===== src/rtl/digit_serial_adder_pkg.sv =====
// Shared definitions for the digit-serial adder.
//   state_t : controller states
//     IDLE : waiting for an operation
//     RUN  : adding one chunk per cycle
//     DONE : holding the result
package adder_pkg;

    typedef enum logic [1:0] {
        IDLE = 2'd0,
        RUN  = 2'd1,
        DONE = 2'd2
    } state_t;

endpackage


===== src/rtl/digit_serial_adder_if.sv =====
// Operand/result handshake bundle for the digit-serial adder.
//   in_valid/in_ready   : operation handshake carrying a, b, cin, sub
//   out_valid/out_ready : result handshake carrying sum, cout, ovf
// master = the side issuing operations, slave = the adder.
interface digit_serial_adder_if #(
    parameter int WIDTH = 16
);
    logic             in_valid;
    logic             in_ready;
    logic [WIDTH-1:0] a;
    logic [WIDTH-1:0] b;
    logic             cin;
    logic             sub;
    logic             out_valid;
    logic             out_ready;
    logic [WIDTH-1:0] sum;
    logic             cout;
    logic             ovf;

    modport master (
        output in_valid, a, b, cin, sub, out_ready,
        input  in_ready, out_valid, sum, cout, ovf
    );

    modport slave (
        input  in_valid, a, b, cin, sub, out_ready,
        output in_ready, out_valid, sum, cout, ovf
    );
endinterface


===== src/rtl/digit_serial_adder_rca_chunk.sv =====
// Combinational CHUNK-bit ripple-carry adder.
//   a, b  : chunk operands
//   cin   : carry into bit 0
//   s     : chunk sum
//   cout  : carry out of the top bit
//   c_msb : carry into the top bit (used for overflow detection)
module rca_chunk #(
    parameter int CHUNK = 4
) (
    input  logic [CHUNK-1:0] a,
    input  logic [CHUNK-1:0] b,
    input  logic             cin,
    output logic [CHUNK-1:0] s,
    output logic             cout,
    output logic             c_msb
);

    // Ripple in a procedural loop so the carry chain is a single variable
    // rather than a self-referencing vector.
    always_comb begin
        logic carry;
        s     = '0;
        c_msb = 1'b0;
        carry = cin;
        for (int i = 0; i < CHUNK; i++) begin
            if (i == CHUNK - 1) begin
                c_msb = carry;
            end
            s[i]  = a[i] ^ b[i] ^ carry;
            carry = (a[i] & b[i]) | (carry & (a[i] ^ b[i]));
        end
        cout = carry;
    end

endmodule


===== src/rtl/digit_serial_adder.sv =====
// Digit-serial adder/subtractor: adds CHUNK bits per cycle, LSB chunk first,
// producing a WIDTH-bit result NCHUNK cycles after an operation is accepted.
//   clk   : rising-edge clock
//   rst_n : asynchronous active-low reset
//   bus   : slave side of digit_serial_adder_if
//           (a, b, cin, sub in; sum, cout, ovf out; valid/ready on each side)
// sub=1 computes a + ~b + 1; cout=1 then means "no borrow".
module digit_serial_adder
    import adder_pkg::*;
#(
    parameter int WIDTH = 16,
    parameter int CHUNK = 4
) (
    input  logic                 clk,
    input  logic                 rst_n,
    digit_serial_adder_if.slave  bus
);

    localparam int NCHUNK = WIDTH / CHUNK;
    localparam int IDXW   = $clog2(NCHUNK) + 1;

    if ((CHUNK < 1) || ((WIDTH % CHUNK) != 0)) begin : g_width_check
        $error("digit_serial_adder: WIDTH (%0d) must be a multiple of CHUNK (%0d)", WIDTH, CHUNK);
    end

    state_t            state_reg, state_next;
    logic [WIDTH-1:0]  a_reg, b_reg, sum_reg, sum_next;
    logic              carry_reg, sub_reg, cout_reg, ovf_reg;
    logic [IDXW-1:0]   idx_reg;

    logic [CHUNK-1:0]  a_chunk, b_chunk, s_chunk;
    logic              chunk_cout, chunk_cmsb;
    logic              last_chunk;
    logic              accept;

    // The operation type is kept alongside the operands for observability;
    // the datapath itself only needs the pre-inverted b and the carry.
    logic              unused_sub;
    assign unused_sub = sub_reg;

    assign accept     = (state_reg == IDLE) && bus.in_valid;
    assign last_chunk = (idx_reg == IDXW'(NCHUNK - 1));

    // Chunk operand select and result merge, driven by the chunk index.
    always_comb begin
        a_chunk  = '0;
        b_chunk  = '0;
        sum_next = sum_reg;
        for (int i = 0; i < NCHUNK; i++) begin
            if (idx_reg == IDXW'(i)) begin
                a_chunk                    = a_reg[i*CHUNK +: CHUNK];
                b_chunk                    = b_reg[i*CHUNK +: CHUNK];
                sum_next[i*CHUNK +: CHUNK] = s_chunk;
            end
        end
    end

    rca_chunk #(
        .CHUNK (CHUNK)
    ) u_rca (
        .a     (a_chunk),
        .b     (b_chunk),
        .cin   (carry_reg),
        .s     (s_chunk),
        .cout  (chunk_cout),
        .c_msb (chunk_cmsb)
    );

    // Controller state register.
    always_ff @(posedge clk or negedge rst_n) begin
        if (!rst_n) begin
            state_reg <= IDLE;
        end else begin
            state_reg <= state_next;
        end
    end

    // Controller next-state logic.
    always_comb begin
        state_next = state_reg;
        case (state_reg)
            IDLE:    if (bus.in_valid)  state_next = RUN;
            RUN:     if (last_chunk)    state_next = DONE;
            DONE:    if (bus.out_ready) state_next = IDLE;
            default:                    state_next = IDLE;
        endcase
    end

    // Datapath registers.
    always_ff @(posedge clk or negedge rst_n) begin
        if (!rst_n) begin
            a_reg     <= '0;
            b_reg     <= '0;
            sum_reg   <= '0;
            carry_reg <= 1'b0;
            sub_reg   <= 1'b0;
            cout_reg  <= 1'b0;
            ovf_reg   <= 1'b0;
            idx_reg   <= '0;
        end else if (accept) begin
            a_reg     <= bus.a;
            b_reg     <= bus.sub ? ~bus.b : bus.b;
            carry_reg <= bus.sub ? 1'b1 : bus.cin;
            sub_reg   <= bus.sub;
            idx_reg   <= '0;
        end else if (state_reg == RUN) begin
            sum_reg   <= sum_next;
            carry_reg <= chunk_cout;
            idx_reg   <= idx_reg + 1'b1;
            if (last_chunk) begin
                cout_reg <= chunk_cout;
                ovf_reg  <= chunk_cmsb ^ chunk_cout;
            end
        end
    end

    assign bus.in_ready  = (state_reg == IDLE);
    assign bus.out_valid = (state_reg == DONE);
    assign bus.sum       = sum_reg;
    assign bus.cout      = cout_reg;
    assign bus.ovf       = ovf_reg;

endmodule

===== src/flat_wrapper.sv =====
// flat-port wrapper written by rule: the top's interface ports become plain ports
module digit_serial_adder_flat import adder_pkg::*;
#(
    parameter int WIDTH = 16,
    parameter int CHUNK = 4
)
  (clk, rst_n, bus_in_valid, bus_a, bus_b, bus_cin, bus_sub, bus_out_ready, bus_in_ready, bus_out_valid, bus_sum, bus_cout, bus_ovf);
  digit_serial_adder_if #(.WIDTH(WIDTH)) bus_i ();
  input  logic clk;
  input  logic rst_n;
  input wire logic [$bits(bus_i.in_valid)-1:0] bus_in_valid;
  input wire logic [$bits(bus_i.a)-1:0] bus_a;
  input wire logic [$bits(bus_i.b)-1:0] bus_b;
  input wire logic [$bits(bus_i.cin)-1:0] bus_cin;
  input wire logic [$bits(bus_i.sub)-1:0] bus_sub;
  input wire logic [$bits(bus_i.out_ready)-1:0] bus_out_ready;
  output wire logic [$bits(bus_i.in_ready)-1:0] bus_in_ready;
  output wire logic [$bits(bus_i.out_valid)-1:0] bus_out_valid;
  output wire logic [$bits(bus_i.sum)-1:0] bus_sum;
  output wire logic [$bits(bus_i.cout)-1:0] bus_cout;
  output wire logic [$bits(bus_i.ovf)-1:0] bus_ovf;
  assign bus_i.in_valid = bus_in_valid;
  assign bus_i.a = bus_a;
  assign bus_i.b = bus_b;
  assign bus_i.cin = bus_cin;
  assign bus_i.sub = bus_sub;
  assign bus_i.out_ready = bus_out_ready;
  assign bus_in_ready = bus_i.in_ready;
  assign bus_out_valid = bus_i.out_valid;
  assign bus_sum = bus_i.sum;
  assign bus_cout = bus_i.cout;
  assign bus_ovf = bus_i.ovf;
  digit_serial_adder #(.WIDTH(WIDTH), .CHUNK(CHUNK)) u_core (.clk(clk), .rst_n(rst_n), .bus(bus_i));
endmodule

===== config.mk =====
export PLATFORM = sky130hd
export DESIGN_NAME = digit_serial_adder_flat
export DESIGN_NICKNAME = d
export VERILOG_FILES = /design/src/rtl/digit_serial_adder_pkg.sv /design/src/rtl/digit_serial_adder_if.sv /design/src/rtl/digit_serial_adder_rca_chunk.sv /design/src/rtl/digit_serial_adder.sv /design/src/flat_wrapper.sv
export SDC_FILE = /design/constraint.sdc
export NUM_CORES = 1
export LEC_CHECK = 0
export ABC_AREA = 1
export BUFFER_PORTS_ARGS = -buffer_cell sky130_fd_sc_hd__buf_2
export CAP_MARGIN = 15
export CORE_UTILIZATION = 45
export DETAILED_ROUTE_END_ITERATION = 12
export PLACE_DENSITY = 0.67
export SLEW_MARGIN = 30
export SYNTH_ARGS = -nofsm -noshare
export SYNTH_HDL_FRONTEND = slang
export SYNTH_HIERARCHICAL = 1
export SYNTH_SLANG_ARGS = --single-unit

===== constraint.sdc =====
create_clock -name clk -period 6.95 [get_ports clk]
set_clock_uncertainty 0.1 [all_clocks]
set_input_delay 0.3475 -clock clk [delete_from_list [all_inputs] [get_ports clk]]
set_output_delay 0.3475 -clock clk [all_outputs]
set_load 0.02 [all_outputs]

## Word-level counts from Yosys, hierarchy flattened

Index checks and enable logic that the tools add are counted.

| word-level totals | value |
|---|---|
| register bits after elaboration | 56 |
| bits in latches | 0 |
| memory bits (writable) | 0 |
| ROM bits | 0 |
| bits of input ports | 38 |
| output and inout bits | 20 |
| word-level logic and storage cells | 70 |
| memories | 0 |

| cells by class | value |
|---|---|
| add/subtract/negate cells | 1 |
| multiply operators | 0 |
| divide/modulo/power cells | 0 |
| magnitude comparators | 0 |
| equal/unequal tests | 8 |
| shifts and indexed selects | 0 |
| mux-type cells | 18 |
| bitwise operators | 23 |
| reductions and logical operators | 9 |

Operators with widths:

| cell | number |
|---|---|
| 4-bit 2-to-1 mux | 8 |
| 16-bit 2-to-1 mux | 1 |
| 16-bit inverter | 1 |
| 3-bit AND reduction | 5 |
| 1-bit XOR | 9 |
| 1-bit bitwise AND | 8 |
| 3-bit by 2-bit equality test with 1-bit output (second input constant) | 2 |
| 2-bit 2-to-1 mux | 3 |
| 3-bit 2-to-1 mux | 2 |
| 2-bit case mux with 3 select lines | 1 |
| 2-bit != test (second input constant) | 2 |
| 1-bit OR | 4 |
| 3-bit by 1-bit adder with 3-bit output (second input constant) | 1 |
| 3-bit by 1-bit equality test with 1-bit output (second input constant) | 1 |
| 3-bit logical NOT | 1 |
| 1-bit 2-to-1 mux | 3 |
| 2-bit by 1-bit equality test with 1-bit output (second input constant) | 1 |
| 2-bit equality test (second input constant) | 1 |
| 2-bit logical NOT | 1 |
| 2-bit by 1-bit != test with 1-bit output (second input constant) | 1 |
| 2-bit nonzero test | 1 |
| 1-bit logical AND | 1 |
| 1-bit inverter | 1 |

## Logic depth before layout (Yosys ltp)

| depth | value |
|---|---|
| depth in word-level cells | 16 |
| depth in mapped cells | 17 |
| depth with buffers taken out | 17 |

## Cells and area by module

Netlist, hierarchy kept.

Modules (own cells, without submodules):

| module | times used | cells an instance | area each (µm²) | sequential area each (µm²) |
|---|---|---|---|---|
| digit_serial_adder | 1 | 334 | 2,752.6 | 1,401.3 |
| rca_chunk | 1 | 12 | 110.1 | 0.0 |

## Least setup slack after synthesis

OpenSTA, ideal clock, no wires.

| timing path | value |
|---|---|
| kind | flip-flop to flip-flop |
| start point | register u_core.idx_reg[2] |
| end point | register u_core.sum_reg[11] (netlist: u_core/bus.sum[11]) |
| library setup time | 0.127 ns |
| data arrival time | 2.918 ns |
| data required time | 6.723 ns |
| path slack | 3.805 ns |
| stages on the path, launching flop included | 18 |
| buffers on the path | 2 |
| clock period less this slack | 3.145 ns |
| cells stage by stage | dfrtp_1 -> inv_1 -> buf_2 -> ha_1 -> buf_2 -> inv_4 -> nand2_1 -> inv_1 -> nand2_1 -> nand2_1 -> fa_1 -> inv_1 -> fa_1 -> fa_1 -> inv_1 -> fa_1 -> inv_1 -> o21ai_0 |

| between the ends | value |
|---|---|
| word-level cells in the longest chain between the ends | 13 |
| elaborated cells on any way between the ends | 27 |
| those cells by class | 3 x eq/ne; 8 x mux; 14 x bitwise; 2 x reduce/logical |

Ends and longest elaborated chain:

| item | line | source |
|---|---|---|
| start: declaration | digit_serial_adder.sv:29 | `logic [IDXW-1:0] idx_reg;` |
| start signal: assignment | digit_serial_adder.sv:109 | `idx_reg <= idx_reg + 1'b1;` |
| 3-bit logical NOT | digit_serial_adder.sv:50 | `if (idx_reg == IDXW'(i)) begin` |
| 4-bit 2-to-1 mux (3 in series) | digit_serial_adder.sv:50 |  |
| 4-bit 2-to-1 mux * | digit_serial_adder.sv:50 |  |
| net u_core.a_chunk[0] | digit_serial_adder.sv:31 | `logic [CHUNK-1:0] a_chunk, b_chunk, s_chunk;` |
| 1-bit XOR | digit_serial_adder_rca_chunk.sv:30 | `carry = (a[i] & b[i]) \| (carry & (a[i] ^ b[i]));` |
| 1-bit bitwise AND | digit_serial_adder_rca_chunk.sv:30 |  |
| 1-bit OR * | digit_serial_adder_rca_chunk.sv:30 |  |
| 1-bit bitwise AND * | digit_serial_adder_rca_chunk.sv:30 |  |
| 1-bit OR * | digit_serial_adder_rca_chunk.sv:30 |  |
| 1-bit bitwise AND * | digit_serial_adder_rca_chunk.sv:30 |  |
| 1-bit OR * | digit_serial_adder_rca_chunk.sv:30 |  |
| net u_core.chunk_cmsb | digit_serial_adder.sv:32 | `logic chunk_cout, chunk_cmsb;` |
| 1-bit XOR * | digit_serial_adder_rca_chunk.sv:29 | `s[i] = a[i] ^ b[i] ^ carry;` |
| net u_core.s_chunk[3] | digit_serial_adder.sv:31 |  |
| end signal: assignment | digit_serial_adder.sv:107 | `sum_reg <= sum_next;` |
| end: declaration | digit_serial_adder.sv:27 | `logic [WIDTH-1:0] a_reg, b_reg, sum_reg, sum_next;` |

Mark *: on every way through the listed nets, which the timed path passes. The rest lies on a longest branch.
A chain may end at the register's enable or synchronous reset.

## Final worst setup path

| timing path | value |
|---|---|
| start point | register u_core.idx_reg[1] |
| end point | register u_core.sum_reg[11] (netlist: u_core/bus.sum[11]) |

Same word-level chain as after synthesis.

==> qor.yml <==
drc_errors: 0
highest_layer: "met4"
overflow: 0
routabilityCongestion: 0.843
critPathSlowestCell: "ha_1"
r2r_slack_ps: 3540
crit_fanout: 17
setup_viol: 0
min_period_ps: 3410
finalCritPeriodShare: 0.490
p_sw_mw: 0.752
cts_max_level: 2
cts.sinks: 56
cts_tree: "yes"
firstDrtPassIters: 4
cp.depth: 14
synth_enable_flop_cells: 0
hold_class: "input pin to asynchronous set/reset pin"
finalSetupTns_ps: 0
cts_root_buf: "clkbuf_8"
num_vias: 2260
drt_iter0_drc: 142
p_seq_frac: 0.358
vias_per_cell: 4.77
fill_cells: 602
ir_worst_vdd_mv: 0.279
arrival_ps: 3510
p_clk_frac: 0.115
cp_num_buf_inv: 4
worst_pin_slew_ps: 729
synth_area_per_cell_um2: 8.27
rows: 28
hpwl_um: 4280
die-width_um: 81.8
r2r_cells: 14
p_int_mw: 0.811
die_area_um2: 6680
p_per_area_nw_per_um2: 480
r2r_end: "u_core/bus.sum[11]"
p_leak_nw: 1.73
ctsLongestPathBuffers: 2
cts_setup_buffers: 0
cts.clk_slew.worst_paths_ps: 110
path_delay_family: "adder cells"
numPortBuffers: 57
drt_wl_total_um: 5810
rsz0062_at_grt: "false"
drv_slew: 0
netlist_area_um2: 2860
clk_latency_ps: 310
ys.flop_type: "dfrtp_1"
io_pins: 58
yosysSeqAreaShare: 0.490
grt_start_max_net_pins: 57
max_cap_viol_count: 0
fin_nets: 445
cp-end-kind: "register"
numCtsBuffers: 5
ys_seq_elements: 56
track_usage: 0.202
slew_headroom: 0.512
cpPeakStageDelay_ps: 560
synth_fp_nets: 393
wl_per_cell_um: 12.3
postRouteAntennaNets: 0
antenna_found_initial: 0
start_util: 0.475
startpoint_type: "register"
die_y_um: 81.8
post-route-util: 0.540
met3WireLength_um: 233
core-area_um2: 6030
crit_required_ps: 7060
synthArstFlopShare: 1.00
synthDistinctLibCells: 22
cts_repair_resize_count: 0
worstSetupPathType: "register to register"
status: "finished clean"
grt_pass1_wl_um: 10100
drive_gt1_frac: 0.211
m1WireLength_um: 2680
rr_startpoint: "u_core/idx_reg[1]"
hold_viol: 0
max_freq_mhz: 294
dr_wl_met2_um: 2780
switching_share: 0.481
grt_pass1_vias: 2225
yosysWarningCount: 6
area_growth_syn_to_layout_pct: 13.8
syn_inst: 346
antenna_cells: 0
path_cells: "inv_1, ha_1, nand3_1, nand3_1, nand2_1, nand2_1, fa_1, inv_1, fa_1, fa_1, inv_1, fa_1, inv_1, o21ai_0"
holdBufCountCts: 0
comb_power_share: 0.527
==> cell type report <==
type	count	area, um2	area share
Clock buffer	5	68.8	0.0211
Timing Repair Buffer	58	293	0.0899
Tap cell	75	93.8	0.0288
Sequential cell	56	1400	0.430
Multi-Input combinational cell	229	1190	0.366
Inverter	48	183	0.0561
Clock inverter	3	23.8	0.00730
==> worst reg2reg max path, cell delays in order, from the launching register on <==
cell,delay (ps)
dfrtp_1,420
inv_1,110
ha_1,560
nand3_1,150
nand3_1,110
nand2_1,50
nand2_1,80
fa_1,170
inv_1,50
fa_1,370
fa_1,360
inv_1,110
fa_1,430
inv_1,140
o21ai_0,100
==> through the flow <==
step | hold WS [ps] | area [um2] | worst slack [ps] | power [mW] | cells
4_1_cts | 84.7 | 3260 | 3550 | 1.59 | 474
2_1_floorplan | -48.1 | 2860 | 3800 | 1.18 | 346
3_3_place_gp | 359 | 3160 | 3690 | 1.38 | 466
3_5_place_dp | 363 | 3160 | 3570 | 1.40 | 466
6_report | 59.8 | 3260 | 3540 | 1.56 | 474
5_1_grt | 114 | 3260 | 3240 | 1.74 | 474
==> synthesized netlist by cell type (4+ instances only) <==
| library cell | instances | area share |
|---|---|---|
| inv_1 | 44 | 0.058 |
| nand2_2 | 4 | 0.0087 |
| dfrtp_1 | 56 | 0.49 |
| nor2_1 | 9 | 0.012 |
| nand2_1 | 120 | 0.16 |
| xnor2_1 | 17 | 0.052 |
| buf_2 | 8 | 0.014 |
| o21ai_0 | 12 | 0.021 |
| o21ai_2 | 5 | 0.015 |
| fa_1 | 4 | 0.028 |
| o21ai_1 | 29 | 0.051 |
| nand3_1 | 17 | 0.030 |
| ha_1 | 5 | 0.022 |
==> layer usage <==
metal,vias to the layer above,GRT usage
met3,10,0.0378
met5,-,0
met2,47,0.341
met4,0,0.0789
li1,1164,-
met1,1039,0.254
==> cell families after synthesis <==
family,share of synthesized area
AO/OA/AOI/OAI,0.0918
XOR/XNOR,0.0520
adder cells (fa/ha/maj),0.0498
buffers and inverters,0.0935
flip-flops,0.490
AND/OR/NAND/NOR,0.223
==> worst max-delay path by stage <==
stage / to / start
floorplan: u_core/bus.sum[11] / u_core/idx_reg[2]
global placement: u_core/bus.sum[11] / u_core/idx_reg[2]
detailed placement: u_core/bus.sum[11] / u_core/idx_reg[1]
CTS: u_core/bus.sum[11] / u_core/idx_reg[1]
global route: u_core/bus.sum[11] / u_core/idx_reg[1]
finish: u_core/bus.sum[11] / u_core/idx_reg[1]
==> cell usage in the layout, fill, tap and decap left out <==
cell	synthesis	final
o22ai_1	1	1
o21ai_2	5	5
clkinvlp_4	0	2
dfrtp_1	56	56
clkinv_4	0	1
clkbuf_8	0	5
nand2_1	120	120
buf_4	3	1
nand3_1	17	17
o31ai_1	1	1
buf_2	8	57
inv_4	1	1
fa_1	4	4
nand2_2	4	4
xnor2_1	17	17
nor2_2	2	2
o21ai_0	12	12
nor2_4	2	2
inv_2	3	3
nor2_1	9	9
o21ai_1	29	29
nand3_2	1	1
ha_1	5	5
inv_1	44	44
==> power by group through the flow <==
stage / logic (mW) / registers [mW] / clock network [mW]
finish: 0.824 / 0.559 / 0.180
floorplan: 0.579 / 0.598 / 0
global route: 0.967 / 0.577 / 0.199
global placement: 0.816 / 0.562 / 0
CTS: 0.841 / 0.560 / 0.187
detailed placement: 0.838 / 0.567 / 0
No activity file was read; power rests on OpenSTA's default activity.
